## config.mk

```make
export PLATFORM = sky130hd
export DESIGN_NAME = mips_cpu_muldiv_flat
export DESIGN_NICKNAME = d
export VERILOG_FILES = /design/src/rtl/mips_cpu_muldiv_pkg.sv /design/src/rtl/mips_cpu_muldiv_if.sv /design/src/rtl/mips_cpu_muldiv_div_step.sv /design/src/rtl/mips_cpu_muldiv.sv /design/src/flat_wrapper.sv
export SDC_FILE = /design/constraint.sdc
export NUM_CORES = 2
export LEC_CHECK = 0
export CAP_MARGIN = 40
export CELL_PAD_IN_SITES_DETAIL_PLACEMENT = 2
export CELL_PAD_IN_SITES_GLOBAL_PLACEMENT = 2
export CORE_MARGIN = 2
export CORE_UTILIZATION = 30
export CTS_CLUSTER_SIZE = 24
export DETAILED_ROUTE_END_ITERATION = 12
export GPL_TIMING_DRIVEN = 0
export PLACE_DENSITY = 0.78
export SYNTH_ARGS = -nofsm -noshare
export SYNTH_HDL_FRONTEND = slang
export SYNTH_SLANG_ARGS = --single-unit
```

## constraint.sdc

```tcl
create_clock -name clk -period 8.4 [get_ports clk]
set_clock_uncertainty 0.05 [all_clocks]
set_input_delay 0.84 -clock clk [delete_from_list [all_inputs] [get_ports clk]]
set_output_delay 0.84 -clock clk [all_outputs]
set_load 0.01 [all_outputs]
```

## src/rtl/mips_cpu_muldiv_pkg.sv

```systemverilog
// Shared types for the HI/LO multiply/divide unit: opcodes and FSM states.
package mips_cpu_muldiv_pkg;

  typedef enum logic [2:0] {
    MULT  = 3'd0,
    MULTU = 3'd1,
    DIV   = 3'd2,
    DIVU  = 3'd3,
    MTHI  = 3'd4,
    MTLO  = 3'd5
  } muldiv_op_t;

  // State labels carry a prefix so they cannot collide with the DIV opcode.
  typedef enum logic [1:0] {
    ST_IDLE,
    ST_MUL,
    ST_DIV,
    ST_DFIX
  } muldiv_state_t;

endpackage

```

## src/rtl/mips_cpu_muldiv_if.sv

```systemverilog
// Request/response bundle between the control FSM (master) and the muldiv unit (slave).
interface mips_cpu_muldiv_if #(parameter int WIDTH = 32);
  import mips_cpu_muldiv_pkg::*;

  logic             start;
  muldiv_op_t       op;
  logic [WIDTH-1:0] a;
  logic [WIDTH-1:0] b;
  logic             flush;
  logic             busy;
  logic             done;
  logic             div_by_zero;
  logic [WIDTH-1:0] hi;
  logic [WIDTH-1:0] lo;

  modport master (output start, op, a, b, flush,
                  input  busy, done, div_by_zero, hi, lo);
  modport slave  (input  start, op, a, b, flush,
                  output busy, done, div_by_zero, hi, lo);
endinterface

```

## src/rtl/mips_cpu_muldiv_div_step.sv

```systemverilog
// One restoring-division step on unsigned magnitudes: shift {rem,quo} left, subtract when it fits.
module mips_cpu_div_step #(
  parameter int WIDTH = 32
) (
  input  logic [WIDTH-1:0] rem_i,
  input  logic [WIDTH-1:0] quo_i,
  input  logic [WIDTH-1:0] dvs_i,
  output logic [WIDTH-1:0] rem_o,
  output logic [WIDTH-1:0] quo_o
);

  logic [WIDTH:0] shifted;
  logic [WIDTH:0] diff;

  // rem < dvs on entry, so the extra top bit of diff is a clean borrow flag.
  assign shifted = {rem_i, quo_i[WIDTH-1]};
  assign diff    = shifted - {1'b0, dvs_i};
  assign rem_o   = diff[WIDTH] ? shifted[WIDTH-1:0] : diff[WIDTH-1:0];
  assign quo_o   = {quo_i[WIDTH-2:0], ~diff[WIDTH]};

endmodule

```

## src/rtl/mips_cpu_muldiv.sv

```systemverilog
// Multi-cycle MULT/MULTU/DIV/DIVU/MTHI/MTLO unit owning HI/LO.
//   state   | meaning
//   ST_IDLE | accepting start; MTHI/MTLO and divide-by-zero finish here
//   ST_MUL  | product travelling down the pipe
//   ST_DIV  | one quotient bit per cycle
//   ST_DFIX | sign correction and HI/LO write
module mips_cpu_muldiv
  import mips_cpu_muldiv_pkg::*;
#(
  parameter int WIDTH      = 32,
  parameter int MUL_CYCLES = 2
) (
  input logic                clk,
  input logic                rst,
  mips_cpu_muldiv_if.slave   bus
);

  localparam int CW = $clog2(WIDTH);

  muldiv_state_t    state_q, state_d;
  logic [WIDTH-1:0] hi_q, hi_d, lo_q, lo_d;
  logic [WIDTH-1:0] rem_q, rem_d, quo_q, quo_d, dvs_q, dvs_d;
  logic             qneg_q, qneg_d, rneg_q, rneg_d;
  logic [CW-1:0]    cnt_q, cnt_d;
  logic             done_q, done_d, dbz_q, dbz_d;
  logic [2*WIDTH-1:0]    prod_q [MUL_CYCLES];
  logic [2*WIDTH-1:0]    prod_d [MUL_CYCLES];
  logic [MUL_CYCLES-1:0] vld_q, vld_d;

  logic               mul_sgn, a_neg, b_neg;
  logic [2*WIDTH-1:0] mul_a, mul_b, mul_p;
  logic [WIDTH-1:0]   a_mag, b_mag, step_rem, step_quo;

  assign mul_sgn = (bus.op == MULT);
  assign mul_a   = {{WIDTH{mul_sgn & bus.a[WIDTH-1]}}, bus.a};
  assign mul_b   = {{WIDTH{mul_sgn & bus.b[WIDTH-1]}}, bus.b};
  assign mul_p   = mul_a * mul_b;
  assign a_neg   = (bus.op == DIV) & bus.a[WIDTH-1];
  assign b_neg   = (bus.op == DIV) & bus.b[WIDTH-1];
  assign a_mag   = a_neg ? -bus.a : bus.a;
  assign b_mag   = b_neg ? -bus.b : bus.b;

  mips_cpu_div_step #(.WIDTH(WIDTH)) u_step (
    .rem_i (rem_q),
    .quo_i (quo_q),
    .dvs_i (dvs_q),
    .rem_o (step_rem),
    .quo_o (step_quo)
  );

  always_comb begin
    state_d = state_q;
    hi_d    = hi_q;
    lo_d    = lo_q;
    rem_d   = rem_q;
    quo_d   = quo_q;
    dvs_d   = dvs_q;
    qneg_d  = qneg_q;
    rneg_d  = rneg_q;
    cnt_d   = cnt_q;
    done_d  = 1'b0;
    dbz_d   = 1'b0;
    vld_d   = '0;
    prod_d[0] = mul_p;
    for (int i = 1; i < MUL_CYCLES; i++) begin
      prod_d[i] = prod_q[i-1];
      vld_d[i]  = vld_q[i-1];
    end

    case (state_q)
      ST_IDLE: begin
        // flush outranks a simultaneous start
        if (bus.start && !bus.flush) begin
          case (bus.op)
            MTHI: begin hi_d = bus.a; done_d = 1'b1; end
            MTLO: begin lo_d = bus.a; done_d = 1'b1; end
            MULT, MULTU: begin
              state_d  = ST_MUL;
              vld_d[0] = 1'b1;
            end
            DIV, DIVU: begin
              if (bus.b == '0) begin
                done_d = 1'b1;
                dbz_d  = 1'b1;
              end else begin
                state_d = ST_DIV;
                rem_d   = '0;
                quo_d   = a_mag;
                dvs_d   = b_mag;
                qneg_d  = a_neg ^ b_neg;
                rneg_d  = a_neg;
                cnt_d   = '0;
              end
            end
            default: ;
          endcase
        end
      end
      ST_MUL: begin
        if (vld_q[MUL_CYCLES-1]) begin
          {hi_d, lo_d} = prod_q[MUL_CYCLES-1];
          state_d      = ST_IDLE;
          done_d       = 1'b1;
        end
      end
      ST_DIV: begin
        rem_d = step_rem;
        quo_d = step_quo;
        cnt_d = cnt_q + CW'(1);
        if (cnt_q == CW'(WIDTH-1)) state_d = ST_DFIX;
      end
      ST_DFIX: begin
        lo_d    = qneg_q ? -quo_q : quo_q;
        hi_d    = rneg_q ? -rem_q : rem_q;
        state_d = ST_IDLE;
        done_d  = 1'b1;
      end
      default: state_d = ST_IDLE;
    endcase

    if (bus.flush && state_q != ST_IDLE) begin
      state_d = ST_IDLE;
      vld_d   = '0;
      hi_d    = hi_q;
      lo_d    = lo_q;
      done_d  = 1'b0;
    end
  end

  always_ff @(posedge clk) begin
    if (rst) begin
      state_q <= ST_IDLE;
      hi_q    <= '0;
      lo_q    <= '0;
      rem_q   <= '0;
      quo_q   <= '0;
      dvs_q   <= '0;
      qneg_q  <= 1'b0;
      rneg_q  <= 1'b0;
      cnt_q   <= '0;
      done_q  <= 1'b0;
      dbz_q   <= 1'b0;
      vld_q   <= '0;
      for (int i = 0; i < MUL_CYCLES; i++) prod_q[i] <= '0;
    end else begin
      state_q <= state_d;
      hi_q    <= hi_d;
      lo_q    <= lo_d;
      rem_q   <= rem_d;
      quo_q   <= quo_d;
      dvs_q   <= dvs_d;
      qneg_q  <= qneg_d;
      rneg_q  <= rneg_d;
      cnt_q   <= cnt_d;
      done_q  <= done_d;
      dbz_q   <= dbz_d;
      vld_q   <= vld_d;
      prod_q  <= prod_d;
    end
  end

  assign bus.busy        = (state_q != ST_IDLE);
  assign bus.done        = done_q;
  assign bus.div_by_zero = dbz_q;
  assign bus.hi          = hi_q;
  assign bus.lo          = lo_q;

endmodule

```

## src/flat_wrapper.sv

```systemverilog
// flat-port wrapper written by rule: the top's interface ports become plain ports
module mips_cpu_muldiv_flat import mips_cpu_muldiv_pkg::*;
#(
  parameter int WIDTH      = 32,
  parameter int MUL_CYCLES = 2
)
  (clk, rst, bus_start, bus_op, bus_a, bus_b, bus_flush, bus_busy, bus_done, bus_div_by_zero, bus_hi, bus_lo);
  mips_cpu_muldiv_if #(.WIDTH(WIDTH)) bus_i ();
  input logic clk;
  input logic rst;
  input wire logic [$bits(bus_i.start)-1:0] bus_start;
  input wire logic [$bits(bus_i.op)-1:0] bus_op;
  input wire logic [$bits(bus_i.a)-1:0] bus_a;
  input wire logic [$bits(bus_i.b)-1:0] bus_b;
  input wire logic [$bits(bus_i.flush)-1:0] bus_flush;
  output wire logic [$bits(bus_i.busy)-1:0] bus_busy;
  output wire logic [$bits(bus_i.done)-1:0] bus_done;
  output wire logic [$bits(bus_i.div_by_zero)-1:0] bus_div_by_zero;
  output wire logic [$bits(bus_i.hi)-1:0] bus_hi;
  output wire logic [$bits(bus_i.lo)-1:0] bus_lo;
  assign bus_i.start = bus_start;
  assign bus_i.op = bus_op;
  assign bus_i.a = bus_a;
  assign bus_i.b = bus_b;
  assign bus_i.flush = bus_flush;
  assign bus_busy = bus_i.busy;
  assign bus_done = bus_i.done;
  assign bus_div_by_zero = bus_i.div_by_zero;
  assign bus_hi = bus_i.hi;
  assign bus_lo = bus_i.lo;
  mips_cpu_muldiv #(.WIDTH(WIDTH), .MUL_CYCLES(MUL_CYCLES)) u_core (.clk(clk), .rst(rst), .bus(bus_i));
endmodule
```

==> metrics <==
final WL 259000 microns; MaxCap Viol Count 0; Required @ worst endpoint 8.84 ns; Cell Area, Synth 0.0526 sq mm; DR iter-0 viols 3309; Starting Density 30.2%; Port Buffer Count 90; area delta synth->final 15.9%; crit start category input port; All-Layer GR Usage 28.8%; share of post-route cells with drive strength above 1 9.57%; Min-Delay Path Class reg -> reg; Max-slew headroom 38.3%; vias in the first global route 52800; main flop type after synthesis dfxtp_1; Seq/Total Area, Yosys 11.5%; simple logic cell fraction of the synthesized area 16.0%; synth warn 0; final cell count without fillers 8631; FP Rows 153; first-pass GRT wire length 373000 microns; average wire per cell in the routed design 30.1 microns; post-route setup TNS -0.834 ns; clock sink count 301; post-placement cell count 8536; final hold violations 0; commonest non-fill, non-tap cell in the layout inv_1; Final ANT Viol Nets 0; Setup violations, final 7; commonest cells after routing, fill and taps aside inv_1 (1163), fa_1 (1095), nand2_1 (988); #FFs+latches synth 301; CP dominant cell by count fa_2; Crit Path Class in -> reg; vias per cell 5.26; fin. max-slew vios 0; fin nets 7711; largest family of logic cells by synthesized area adder cells; post-DP HPWL 222000 microns; DRC viols 0; final worst-path cycle share 102%; Slowest Stage Delay on Critical Path 0.66 ns; status complete, but fails checks; EDFF count, synth 0; Synth Area in Compound Gates 8.20%; CTS Buf Count 30; Cells after Synth 5984; Yosys cell types 80; Clk pin slew, worst setup/hold paths 0.07 ns; GRT Residual Overflow 0; worst-margin pin slew 0.916 ns; clock root cell clkbuf_16; crit path time final 8.59 ns; Synth async-reset ratio 0%; Core ar. 0.174 sq mm; H-tree depth 1; Worst Path Max Fanout 5; RSZ-0062 raised after global routing true; initial antenna violation count 27; die area 0.179 sq mm; Clock Path Buffers 3; final setup margin -0.191 ns; via count 45400; routability cong. 0.978; Syn Nets 7431; WP data arrival 9.03 ns; post-synthesis adder-cell area fraction 48.8%; Pre-Repair DR Iteration Count 7; Die Wd 423 microns; xor/xnor share of the synthesized area 3.65%; Max Clock Freq 0.116 GHz; Die Span Y 423 microns; synthesized area per cell 8.78 sq um; multiplexer share of the synthesized area 0.614%; CP endpoint kind flop; CTS tree yes; largest net degree at the start of global routing 25; clock latency on the worst-skew pair 0.60 ns; IO Count 138; Slowest-stage cell, CP fa_2; failing checks setup timing
[registers in the layout, summed over array words and instances (netlist names), 5 cells and up]
register and count:
u_core.dvs_q 32, u_core.rem_q 32, u_core.bus.hi 32, u_core.prod_q 64
u_core.bus.lo 32, u_core.prod_d 64, u_core.quo_q 32, u_core.cnt_q 5
[layer usage]
metal | track usage [%] | wire length [microns] | vias to the layer above
met1 | 32.9 | 95000 | 24300
met2 | 48.5 | 123000 | 1792
met3 | 5.12 | 18100 | 712
met4 | 21.0 | 22900 | 10
li1 | - | - | 18600
met5 | 0 | 64 | -
[layout make-up]
cell class              instances  area [sq um]
inverters                    1180          4450
multi-input cells            4126         41400
clock inverters                16           214
repair buffers                275          3150
well taps                    2325          2910
flip-flops and latches        301          6030
clock buffers                  40           880
diodes                         18          45.0
plain buffers                 350          1820
fillers                     19300        113000
[path summary, 6_finish.rpt]
| kind | from | end | slack, ns | cells after the start |
|---|---|---|---|---|
| worst min register to register | u_core.vld_q[0] | u_core.vld_q[1] | 0.37 | 2 |
| worst min-delay path | u_core.vld_q[0] | u_core.vld_q[1] | 0.37 | 2 |
| worst max register to register | u_core.quo_q[31] | u_core.rem_q[24] | 4.44 | 16 |
| worst max-delay path | bus_op[0] | u_core.prod_d[51] | -0.19 | 30 |
[critical path: cells and delay by family]
kind,cells,cell delay [ns]
compound gates,7,1.28
fa+ha+maj,9,4.58
simple gates,5,0.98
buf+inv,8,1.14
xor+xnor,1,0.17
[per-stage QoR]
stage,setup WS [ns],cell area (sq um),util (%),hold WS (ns)
5_1_grt,-0.319,60900,35.0,0.391
6_report,-0.191,60900,35.0,0.368
3_3_place_gp,-3.26,56400,32.4,0.350
4_1_cts,-0.00232,60500,34.7,0.368
3_5_place_dp,-2.97,58300,33.5,0.358
2_1_floorplan,0.00169,52600,-,0.344
[synth_stat cells, types with 25 or more instances]
master / n / area share, %
inv_1: 1179 / 8.4
fa_1: 1126 / 43
nand2_1: 994 / 7.1
dfxtp_1: 301 / 11
and2_1: 294 / 3.5
nor2_1: 294 / 2.1
clkbuf_1: 277 / 2.0
ha_1: 250 / 6.0
o21ai_0: 137 / 1.3
a21oi_1: 136 / 1.3
xor2_1: 119 / 2.0
xnor2_1: 100 / 1.7
nor2b_1: 90 / 1.1
buf_1: 76 / 0.54
a211oi_1: 62 / 0.89
o211ai_1: 60 / 0.86
a21o_1: 53 / 0.76
a311oi_1: 41 / 0.68
nor3_1: 40 / 0.38
mux2i_1: 30 / 0.57
and3_1: 26 / 0.31
o31ai_1: 26 / 0.37
nand3_1: 25 / 0.24
[logic make-up after synthesis]
logic type                 Yosys count
AOI/OAI and AO/OA                  641
xor gates and xnor gates           219
adders and majority gates         1376
buffers and inverters             1557
DFF                                301
muxes                               32
and+or+nand+nor                   1858
[repair_timing]
action | 4_1_cts | 5_1_grt
setup endpoints to repair | 43 | 26
hold buffers | 0 | 0
pin swaps | 42 | 28
resized for setup | 384 | 110
cloned | 0 | 1
buffers inserted | 36 | 11
Power is not shown: default switching activity piles up to over one toggle a cycle in this logic, so the estimate is an artifact.
